[config.mk]
export PLATFORM = sky130hd
export DESIGN_NAME = mult
export DESIGN_NICKNAME = d
export VERILOG_FILES = /design/src/rtl/mult_pkg.sv /design/src/rtl/mult_booth_step.sv /design/src/rtl/mult.sv
export SDC_FILE = /design/constraint.sdc
export NUM_CORES = 1
export LEC_CHECK = 0
export CORE_MARGIN = 2
export CORE_UTILIZATION = 45
export CTS_CLUSTER_DIAMETER = 100
export CTS_CLUSTER_SIZE = 30
export DETAILED_ROUTE_END_ITERATION = 10
export GPL_ROUTABILITY_DRIVEN = 0
export GPL_TIMING_DRIVEN = 0
export PLACE_DENSITY = 0.65
export RECOVER_POWER = 100
export SLEW_MARGIN = 20
export SYNTH_ARGS = -nofsm -noshare
export SYNTH_HDL_FRONTEND = slang
export SYNTH_SLANG_ARGS = --single-unit
export TNS_END_PERCENT = 10
[constraint.sdc]
create_clock -name clk -period 7.9 [get_ports clk]
set_clock_uncertainty 0.2 [all_clocks]
set_input_delay 1.58 -clock clk [delete_from_list [all_inputs] [get_ports clk]]
set_output_delay 1.58 -clock clk [all_outputs]
set_load 0.005 [all_outputs]
[src/rtl/mult_pkg.sv]
// Shared defaults and state encoding for the sequential Booth multiplier.
package mult_pkg;

  localparam int MBITS_DEF = 12;
  localparam int NBITS_DEF = 8;

  typedef enum logic {
    IDLE = 1'b0,
    RUN  = 1'b1
  } state_t;

endpackage

[src/rtl/mult_booth_step.sv]
// One radix-2 Booth iteration: conditional add/sub of M into A, then
// arithmetic right shift of the combined {A,Q,q-1} register.
module booth_step #(
  parameter int MBITS = 12,
  parameter int NBITS = 8
) (
  input  logic [MBITS:0]   a,
  input  logic [NBITS-1:0] q,
  input  logic             q_m1,
  input  logic [MBITS:0]   m,
  output logic [MBITS:0]   a_next,
  output logic [NBITS-1:0] q_next,
  output logic             q_m1_next
);

  logic [MBITS:0] sum;

  // A carries one guard bit so A-M cannot overflow when M is the most negative value
  always_comb begin
    sum = a;
    case ({q[0], q_m1})
      2'b01:   sum = a + m;
      2'b10:   sum = a - m;
      default: sum = a;
    endcase
    a_next    = {sum[MBITS], sum[MBITS:1]};
    q_next    = {sum[0], q[NBITS-1:1]};
    q_m1_next = q[0];
  end

endmodule

[src/rtl/mult.sv]
// Sequential signed multiplier: one Booth step per clock, result held in
// prod from the edge that ends RUN until the next operation completes.
//
//   state | meaning
//   IDLE  | waiting for start; prod holds the last result
//   RUN   | NBITS Booth steps in progress; start ignored
module mult
  import mult_pkg::*;
#(
  parameter int MBITS = MBITS_DEF,
  parameter int NBITS = NBITS_DEF
) (
  output logic [MBITS+NBITS-1:0] prod,
  input  logic [MBITS-1:0]       mpd,
  input  logic [NBITS-1:0]       mpr,
  input  logic                   clk,
  output logic                   busy,
  input  logic                   start,
  input  logic                   reset
);

  localparam int CW = $clog2(NBITS + 1);

  state_t           state, state_nxt;
  logic [MBITS:0]   a_q, m_q, a_step;
  logic [NBITS-1:0] q_q, q_step;
  logic             qm1_q, qm1_step;
  logic [CW-1:0]    cnt_q;
  logic             load, step, last;

  booth_step #(
    .MBITS(MBITS),
    .NBITS(NBITS)
  ) u_step (
    .a        (a_q),
    .q        (q_q),
    .q_m1     (qm1_q),
    .m        (m_q),
    .a_next   (a_step),
    .q_next   (q_step),
    .q_m1_next(qm1_step)
  );

  always_ff @(posedge clk or posedge reset) begin
    if (reset) state <= IDLE;
    else       state <= state_nxt;
  end

  always_comb begin
    state_nxt = state;
    load      = 1'b0;
    step      = 1'b0;
    last      = 1'b0;
    case (state)
      IDLE: begin
        if (start) begin
          load      = 1'b1;
          state_nxt = RUN;
        end
      end
      RUN: begin
        step = 1'b1;
        if (cnt_q == CW'(1)) begin
          last      = 1'b1;
          state_nxt = IDLE;
        end
      end
      default: state_nxt = IDLE;
    endcase
  end

  assign busy = (state == RUN);

  always_ff @(posedge clk or posedge reset) begin
    if (reset) begin
      a_q   <= '0;
      m_q   <= '0;
      q_q   <= '0;
      qm1_q <= 1'b0;
      cnt_q <= '0;
      prod  <= '0;
    end else if (load) begin
      m_q   <= {mpd[MBITS-1], mpd};
      a_q   <= '0;
      q_q   <= mpr;
      qm1_q <= 1'b0;
      cnt_q <= CW'(NBITS);
    end else if (step) begin
      a_q   <= a_step;
      q_q   <= q_step;
      qm1_q <= qm1_step;
      cnt_q <= cnt_q - CW'(1);
      // the guard bit of A is dropped; the low MBITS+NBITS bits are exact
      if (last) prod <= {a_step[MBITS-1:0], q_step};
    end
  end

endmodule

==> flow_summary_export.csv, run 1 <==
group,metric,value,unit
sta,post-route-min-period,4.45,ns
grt,grt-ovfl-total,0,
setup_path,timing.rr.start,"qm1_q",
logic_synthesis,synth_edf_count,0,
cts,cts_sinks,58,
logic_synthesis,yosys_warnings,0,
floorplanning,core,0.00729,mm2
min_path,hold_path.class,"reg -> reg",
routing,drtAntennaViolNets,0,
floorplanning,start_util,46.7,%
min_path,hold_path_depth,2,
floorplanning,die_h,91.0,um
grt,antenna_found_initial,0,
logic_synthesis,synth_mux_area_share,7.35,%
sta,fin_setup_tns,0,ns
cts,insertion_delay,0.34,ns
sta,worst_slew_pin_slew,2.20,ns
setup_path,cp_max_fo,41,
cts,clk_pin_slew,0.07,ns
placed_design,dpl.hpwl,5910,um
outcome,violations,"max-capacitance violations, max-slew violations",
logic_synthesis,yosysUniqueCellTypes,56,
placed_design,place_ws,4.10,ns
sta,worst_hold_slack,0.266,ns
logic_synthesis,synth_fa_ha_area_share,6.47,%
logic_synthesis,seq_area_frac_synth,42.6,%
sta,period_share,56.3,%
routing,routed_wl,7850,um
logic_synthesis,avgSynthCellArea,9.10,um2
finish,nNetsFinal,469,
sta,fmax,0.225,GHz
cts,cts_resized,0,
routing,dr.pass1.iters,4,
setup_path,reg2reg_depth,11,
logic_synthesis,netlist_instances,374,
min_path,min_from,"prod[3]",
sta,hold_viol,0,
sta,slew_violations,42,
min_path,whs_endpoint,"prod[3]",
grt,grt_usage,21.0,%
logic_synthesis,synth-main-ff-cell,"dfrtp_1",
flow_run,maxCapViolCount,1,
logic_synthesis,syn_area,0.00340,mm2
setup_path,crit_path_end_kind,"asynchronous set/reset pin",
finish,mostFrequentLayoutCells,"62 x nand2_1, 58 x dfrtp_1, 27 x o21ai_0, 25 x a21oi_1, 23 x dlygate4sd3_1",
routing,drtIter0Drc,96,
cts,root_buffer,"clkbuf_8",
setup_path,cp-start-kind,"input port",
routing,viasPerCell,5.39,
routing,drc,0,
routing,wl_per_cell,14.7,um
logic_synthesis,synth_top_family_by_area,"simple AND/OR/NAND/NOR gates",
cts,cts_buffer_depth,2,
placed_design,dpl_cell_area,0.00398,mm2
floorplanning,die_area,0.00827,mm2
cts,cts_hold_buf,0,
setup_path,timing.rr.end,"a_q[8]",
floorplanning,ios,44,
finish,area_delta_synth_final,22.9,%
setup_path,ff2ff_setup_slack,4.13,ns
sta,fin_ws,3.45,ns
logic_synthesis,syn_nets,414,
logic_synthesis,synth-seq-cells,58,
sta,relSlewSlack,-46.4,%
grt,grt_pass1_wl,13900,um
cts,cts_tree,"yes",
routing,num_vias,2872,
finish,layout_commonest_cell,"nand2_1",
finish,design_area,0.00418,mm2
logic_synthesis,synth_compound_area_share,16.9,%
setup_path,worstPathRequired,7.70,ns
outcome,status,"complete, but fails checks",
logic_synthesis,synth-simple-area-share,18.1,%
cts,cts_setup_buffers,0,
sta,setup_violations,0,
setup_path,critical_path_class,"in -> async",
floorplanning,rows,31,
floorplanning,die_width,91.0,um
setup_path,arrival,4.25,ns
logic_synthesis,synthXorXnorAreaFrac,4.38,%
sta,rsz0062_at_grt,"no",
finish,n_antenna_cell,0,
finish,layout-drive-gt1-share,7.60,%
cts,cts_made_buffers,9,
grt,grt_max_degree,42,
placed_design,port-buffer-count,43,
logic_synthesis,synthArstFlopShare,100,%
cts,htreeDepth,3,
grt,grt_pass1_vias,2929,
-- Yosys cell counts, types with 2 or more instances --
library cell  count  share of area, %
xor2_1            3              0.77
a31o_2            2              0.51
nand3b_1          2              0.44
a21oi_1          25               3.7
nor3_1           10               1.5
nand4_1           3              0.55
a21o_1            6               1.3
o21a_1            3              0.66
nand3_1           8               1.2
nor2b_1           2              0.37
a31oi_1           9               1.7
clkbuf_1         14               1.5
nand2_1          62               6.8
o211ai_1          2              0.44
xnor2_1          14               3.6
dfrtp_1          58                43
nor3b_1           2              0.44
ha_1             16               5.9
nor4_1            2              0.37
nor2_1           21               2.3
mux2_2            8               2.6
o31ai_1           3              0.66
nor4b_1           2              0.51
inv_1            16               1.8
and3_1            7               1.3
mux2i_1          16               4.7
nand2b_1          2              0.37
o21ai_0          26               3.8
buf_1             3              0.33
-- registers in the layout, indices dropped and copies added, names as in the netlist --
name   count
qm1_q      1
m_q       12
busy       1
prod      20
cnt_q      4
q_q        8
a_q       12
-- metal layers --
layer  GRT usage, %  up-vias  wire, um
met5              0        -         0
met4           9.22        0       131
met3           3.98       11       334
met2           32.7       70      3520
met1           28.5     1354      3870
li1               -     1437         -
-- how the worst max path moves through the flow --
stage	start	to	slack [ns]	cells past startpoint
2_1_floorplan	reset	a_q[0]	4.69	1
3_3_place_gp	reset	a_q[2]	3.61	2
4_1_cts	m_q[5]	a_q[11]	4.29	12
3_5_place_dp	start	m_q[4]	4.10	5
5_1_grt	reset	prod[17]	2.87	3
6_report	reset	a_q[6]	3.45	3
-- critical path: stages --
cell	delay, ns
dlygate4sd3_1	0.55
clkinvlp_2	0.48
clkbuf_1	1.62
-- final cells by class --
class | instances | area, um2
buffer | 19 | 75.1
clock buffer | 12 | 155
clock inverter | 4 | 73.8
fill | 700 | 3110
inverter | 17 | 67.6
multi-input combinational | 280 | 1800
sequential | 58 | 1450
tap | 99 | 124
timing repair buffer | 44 | 434
-- per-stage QoR --
step / cells / utilization, %
finish: 533 / 57.3
global placement: 516 / 54.3
global route: 533 / 57.3
detailed placement: 517 / 54.6
CTS: 533 / 57.7
floorplan: 374 / -
-- cell families (layout without fill, tap and decap cells) --
group | count (synthesis) | count (layout)
AOI/OAI and AO/OA | 91 | 91
adders and majority gates | 17 | 17
DFF | 58 | 58
muxes | 24 | 24
and+or+nand+nor | 131 | 131
xor gates and xnor gates | 17 | 17
buffers and inverters | 36 | 96
Power of run 1 is left out: the tool's default activity adds up to more than one toggle a clock period on the data nets, which glitch-free logic cannot reach.
==> run 2: changes to the inputs <==
==> constraint.sdc (replaced) <==
create_clock -name clk -period 4.32 [get_ports clk]
set_clock_uncertainty 0.2 [all_clocks]
set_input_delay 0.864 -clock clk [delete_from_list [all_inputs] [get_ports clk]]
set_output_delay 0.864 -clock clk [all_outputs]
set_load 0.005 [all_outputs]
==> flow_summary_export.csv, run 2 (synthesis gave the netlist of run 1 again) <==
group,metric,value,unit
outcome,status,"complete, but fails checks",
outcome,violations,"max-capacitance violations, max-slew violations",
routing,dr.pass1.iters,4,
sta,setup_violations,0,
min_path,hold_path.class,"reg -> reg",
floorplanning,ios,44,
routing,routed_wl,7820,um
floorplanning,die_width,91.0,um
setup_path,critPathTopFamily,"compound AO/OA/AOI/OAI gates",
floorplanning,die_area,0.00827,mm2
finish,top_register,"prod",
routing,drtAntennaViolNets,0,
grt,grt_pass1_wl,13900,um
min_path,min_from,"prod[3]",
cts,clk_pin_slew,0.07,ns
routing,wl_per_cell,14.7,um
finish,largest_reg_flops,20,
setup_path,critPathLaunch,"qm1_q",
grt,antenna_found_initial,0,
floorplanning,die_h,91.0,um
setup_path,path_buf_inv,2,
setup_path,critical_path_class,"reg -> reg",
floorplanning,rows,31,
finish,n_antenna_cell,0,
cts,cts_made_buffers,9,
setup_path,worstPathRequired,4.35,ns
routing,viasPerCell,5.34,
setup_path,path_cells,"inv_1, ha_1, clkbuf_1, mux2i_1, ha_1, nor2b_1, o21ai_0, a2111oi_0, o32a_2, mux2i_1, a311o_1",
routing,drc,0,
finish,layout_commonest_cell,"nand2_1",
finish,largest_registers,"prod x20, a_q x12, m_q x12",
setup_path,cp_max_fo,10,
setup_path,critPathMaxStageDelay,0.81,ns
cts,htreeDepth,3,
finish,area_delta_synth_final,23.0,%
setup_path,timing.rr.start,"qm1_q",
routing,drtIter0Drc,94,
placed_design,placedCellCount,517,
sta,rsz0062_at_grt,"no",
sta,post-route-min-period,3.77,ns
flow_run,maxCapViolCount,1,
cts,cts_hold_buf,0,
sta,relSlewSlack,-21.6,%
cts,cts_buffer_depth,2,
cts,cts_sinks,58,
grt,grt-ovfl-total,0,
placed_design,port-buffer-count,43,
floorplanning,core,0.00729,mm2
setup_path,arrival,3.80,ns
sta,slew_violations,42,
cts,cts_tree,"yes",
finish,fin_cells,533,
placed_design,dpl.hpwl,5910,um
sta,fin_setup_tns,0,ns
sta,fmax,0.265,GHz
setup_path,cp-start-kind,"flop",
sta,worst_slew_pin_slew,1.82,ns
cts,cts_resized,0,
floorplanning,start_util,46.7,%
setup_path,crit_path_end_kind,"flop",
cts,root_buffer,"clkbuf_8",
finish,mostFrequentLayoutCells,"62 x nand2_1, 58 x dfrtp_1, 27 x o21ai_0, 25 x a21oi_1, 23 x dlygate4sd3_1",
cts,cts_setup_buffers,0,
grt,grt_max_degree,42,
grt,grt_usage,21.0,%
cts,insertion_delay,0.34,ns
finish,nFillCells,700,
finish,layout-drive-gt1-share,7.37,%
routing,num_vias,2844,
sta,period_share,87.2,%
grt,grt_pass1_vias,2929,
setup_path,slowest_stage,"a2111oi_0",
sta,hold_viol,0,
finish,nNetsFinal,469,
-- run 2: cell types whose count changed in the layout (fill, tap and decap cells not counted) --
cell / delta
buf_4: -1
clkinvlp_2: +1
dlymetal6s4s_1: +1
inv_4: -1
-- run 2: worst paths after layout --
check	endpoint	slack, ns	cells after the start
setup / recovery	a_q[8]	0.55	11
hold / removal	prod[3]	0.27	2
setup reg to reg	a_q[8]	0.55	11
hold reg to reg	prod[3]	0.27	2
max in group asynchronous	prod[14]	0.82	3
min in group asynchronous	m_q[5]	0.87	2
-- run 2: cell type report --
cell class	count	area, um2	area share [%]
sequential	58	1450	34.7
timing repair buffer	44	443	10.6
clock inverter	4	73.8	1.76
buffer	19	71.3	1.70
tap	99	124	2.96
clock buffer	12	155	3.71
multi-input combinational	280	1800	43.0
inverter	17	66.3	1.58
-- run 2: routing by layer --
metal  routed length, um  vias to the layer above  track usage [%]
met5                   0                        -                0
met4                 131                        0             9.22
met3                 388                       11             3.98
met2                3480                       64             32.7
met1                3810                     1332             28.5
li1                    -                     1437                -
-- run 2: tightest hold or removal path, stage by stage (launching register included) --
cell	delay (ns)
dfrtp_1	0.34
nand2_1	0.05
nand2_1	0.05
-- run 2: metrics by stage --
step | hold WS [ns] | setup WS (ns) | util (%) | instance area [um2]
CTS | 0.279 | 0.705 | 57.7 | 4210
finish | 0.265 | 0.552 | 57.4 | 4190
floorplan | 0.253 | 1.22 | - | 3400
detailed placement | 0.262 | 0.780 | 54.6 | 3980
global route | 0.300 | 0.300 | 57.4 | 4190
global placement | 0.257 | 0.747 | 54.3 | 3960
Power of run 2 is left out for the same reason.
==> RTL edit, RTL diff (flow settings as in run 1) <==
Register the output `busy`, cleared by the reset; this adds one clock of latency there. The other outputs are not delayed to match.
--- a/src/rtl/mult.sv
+++ b/src/rtl/mult.sv
@@ -70,5 +70,11 @@
   end
 
-  assign busy = (state == RUN);
+  always_ff @(posedge clk or posedge reset) begin
+    if (reset) begin
+      busy <= '0;
+    end else begin
+      busy <= (state == RUN);
+    end
+  end
 
   always_ff @(posedge clk or posedge reset) begin
Behaviour: not the same (a bounded check fails within 4 cycles, from zero or initial values and one cycle with reset high).
==> RTL edit against run 1 <==
The flow still finishes with violations (max-capacitance violations, max-slew violations). Utilization fell by 0.59 points. Cell area is 0.51% lower. Global-route usage fell by 0.38 points. Routed wire length is 0.64% higher. Sequential cell count rose by 1. Worst setup slack improved by 0.023 ns. Cell count increased by 0.19%. Largest cell class unchanged. Synthesized area increased by 0.74%. Die area is 0.70% higher. Highest routed layer unchanged.
Power is left out: the tool's default activity adds up to more than one toggle a clock period on the data nets, which glitch-free logic cannot reach.
==> RTL edit: results (changes against run 1) <==
INFO  outcome        run_status=finished with violations
INFO  outcome        violations=max-capacitance violations, max-slew violations
INFO  placement      postPlaceCellArea=0.00401mm² [+0.63%]
INFO  logic_synthesis post_synth_main_area_contributors=sky130_fd_sc_hd__dfrtp_1 (43%), sky130_fd_sc_hd__nand2_1 (6.8%), sky130_fd_sc_hd__ha_1 (5.8%)
INFO  drt            met3WireLength=397µm [+19%]
INFO  worst_hold_path hold_path_end=busy
INFO  grt            grt_pass1_vias=2813 [-4.0%]
INFO  cells_and_area nets=470 [+0.21%]
INFO  logic_synthesis synthesis.area_per_instance=9.14µm² [+0.47%]
INFO  critical_path  reg2reg_slack=4.22ns [+0.09 ns]
INFO  logic_synthesis yosysSeqAreaShare=0.431 [+0.00419]
INFO  drt            per_cell_via_count_in_the_routed_design=5.48 [+1.6%]
INFO  logic_synthesis syn_nets=415 [+0.24%]
INFO  logic_synthesis synth_xor_xnor_area_share=0.0434 [-0.000319]
INFO  sta            worst_slew_pin_tran=2.15ns [-0.0430 ns]
INFO  grt            grt_first_pass_wirelength=13.7mm [-1.3%]
INFO  drt            m1WireLength=3.87mm [+0.21%]
INFO  grt            global_route.usage.met1=0.298 [+0.0123]
INFO  grt            track_usage=0.206 [-0.00379]
INFO  placement      detailed_place_hpwl=5.88mm [-0.57%]
INFO  logic_synthesis synth-main-ff-cell=sky130_fd_sc_hd__dfrtp_1
INFO  grt            met2_track_demand_over_resource=0.304 [-0.0222]
INFO  cells_and_area num-fill-cells=660 [-5.7%]
INFO  placement      pre_cts_slack=4.01ns [-0.0926 ns]
INFO  drt            routed_wire_length=7.90mm [+0.64%]
INFO  logic_synthesis synth_compound_gate_area_share=0.168 [-0.00123]
INFO  worst_hold_path holdPathStages=0 [-2]
INFO  drt            dr_iter_0_viols=257 [+170%]
INFO  drt            drt_pre_antenna_iters=5 [+1]
INFO  grt            groute.layer.met3.usage=0.0473 [+0.00747]
INFO  cells_and_area layout.cells.non_filler=534 [+0.19%]
INFO  logic_synthesis synth-adder-area-share=0.0642 [-0.000472]
INFO  logic_synthesis synth.top_cells.by_count=sky130_fd_sc_hd__nand2_1 (62), sky130_fd_sc_hd__dfrtp_1 (59), sky130_fd_sc_hd__o21ai_0 (26)
INFO  sta            finalMaxSlewViolations=42 [unchanged]
INFO  sta            holdWs=0.177ns [-0.0885 ns]
INFO  cells_and_area share_of_final_layout_standard_cells_stronger_than_drive_strength_1=0.0782 [+0.00212]
INFO  logic_synthesis synth-async-reset-ratio=1.00 [unchanged]
INFO  critical_path  crit_path_max_cell_delay=1.60ns [-0.02 ns]
INFO  sta            fmaxAchievable=226MHz [+0.51%]
INFO  placement      place.detailed.instances=518 [+0.19%]
INFO  job            cap_violations=1 [unchanged]
INFO  critical_path  crit_end=prod[14]
INFO  worst_hold_path min_from=state
INFO  clock_network  number_of_clock_sinks=59 [+1.7%]
INFO  drt            wl_met2=3.49mm [-0.71%]
RTL edit: cell count changes after synthesis:
cell,run 1,this run
sky130_fd_sc_hd__dfrtp_1,58,59
RTL edit: cell families after synthesis:
family                   after synthesis
AND/OR/NAND/NOR                      131
AO/OA/AOI/OAI                         91
XOR/XNOR                              17
buffers and inverters                 36
adder cells (fa/ha/maj)               17
flip-flops                            59
multiplexers                          24
RTL edit: area by class of cell:
type / instances / area share
Clock buffer: 11 / 0.0364
Inverter: 17 / 0.0162
Tap cell: 99 / 0.0298
Clock inverter: 5 / 0.00872
Sequential cell: 59 / 0.355
Multi-Input combinational cell: 280 / 0.431
Buffer: 19 / 0.0183
Timing Repair Buffer: 44 / 0.104
RTL edit: critical path, delay by kind of cell:
| kind | cells | cell delay [ns] |
|---|---|---|
| buf+inv | 3 | 2.64 |
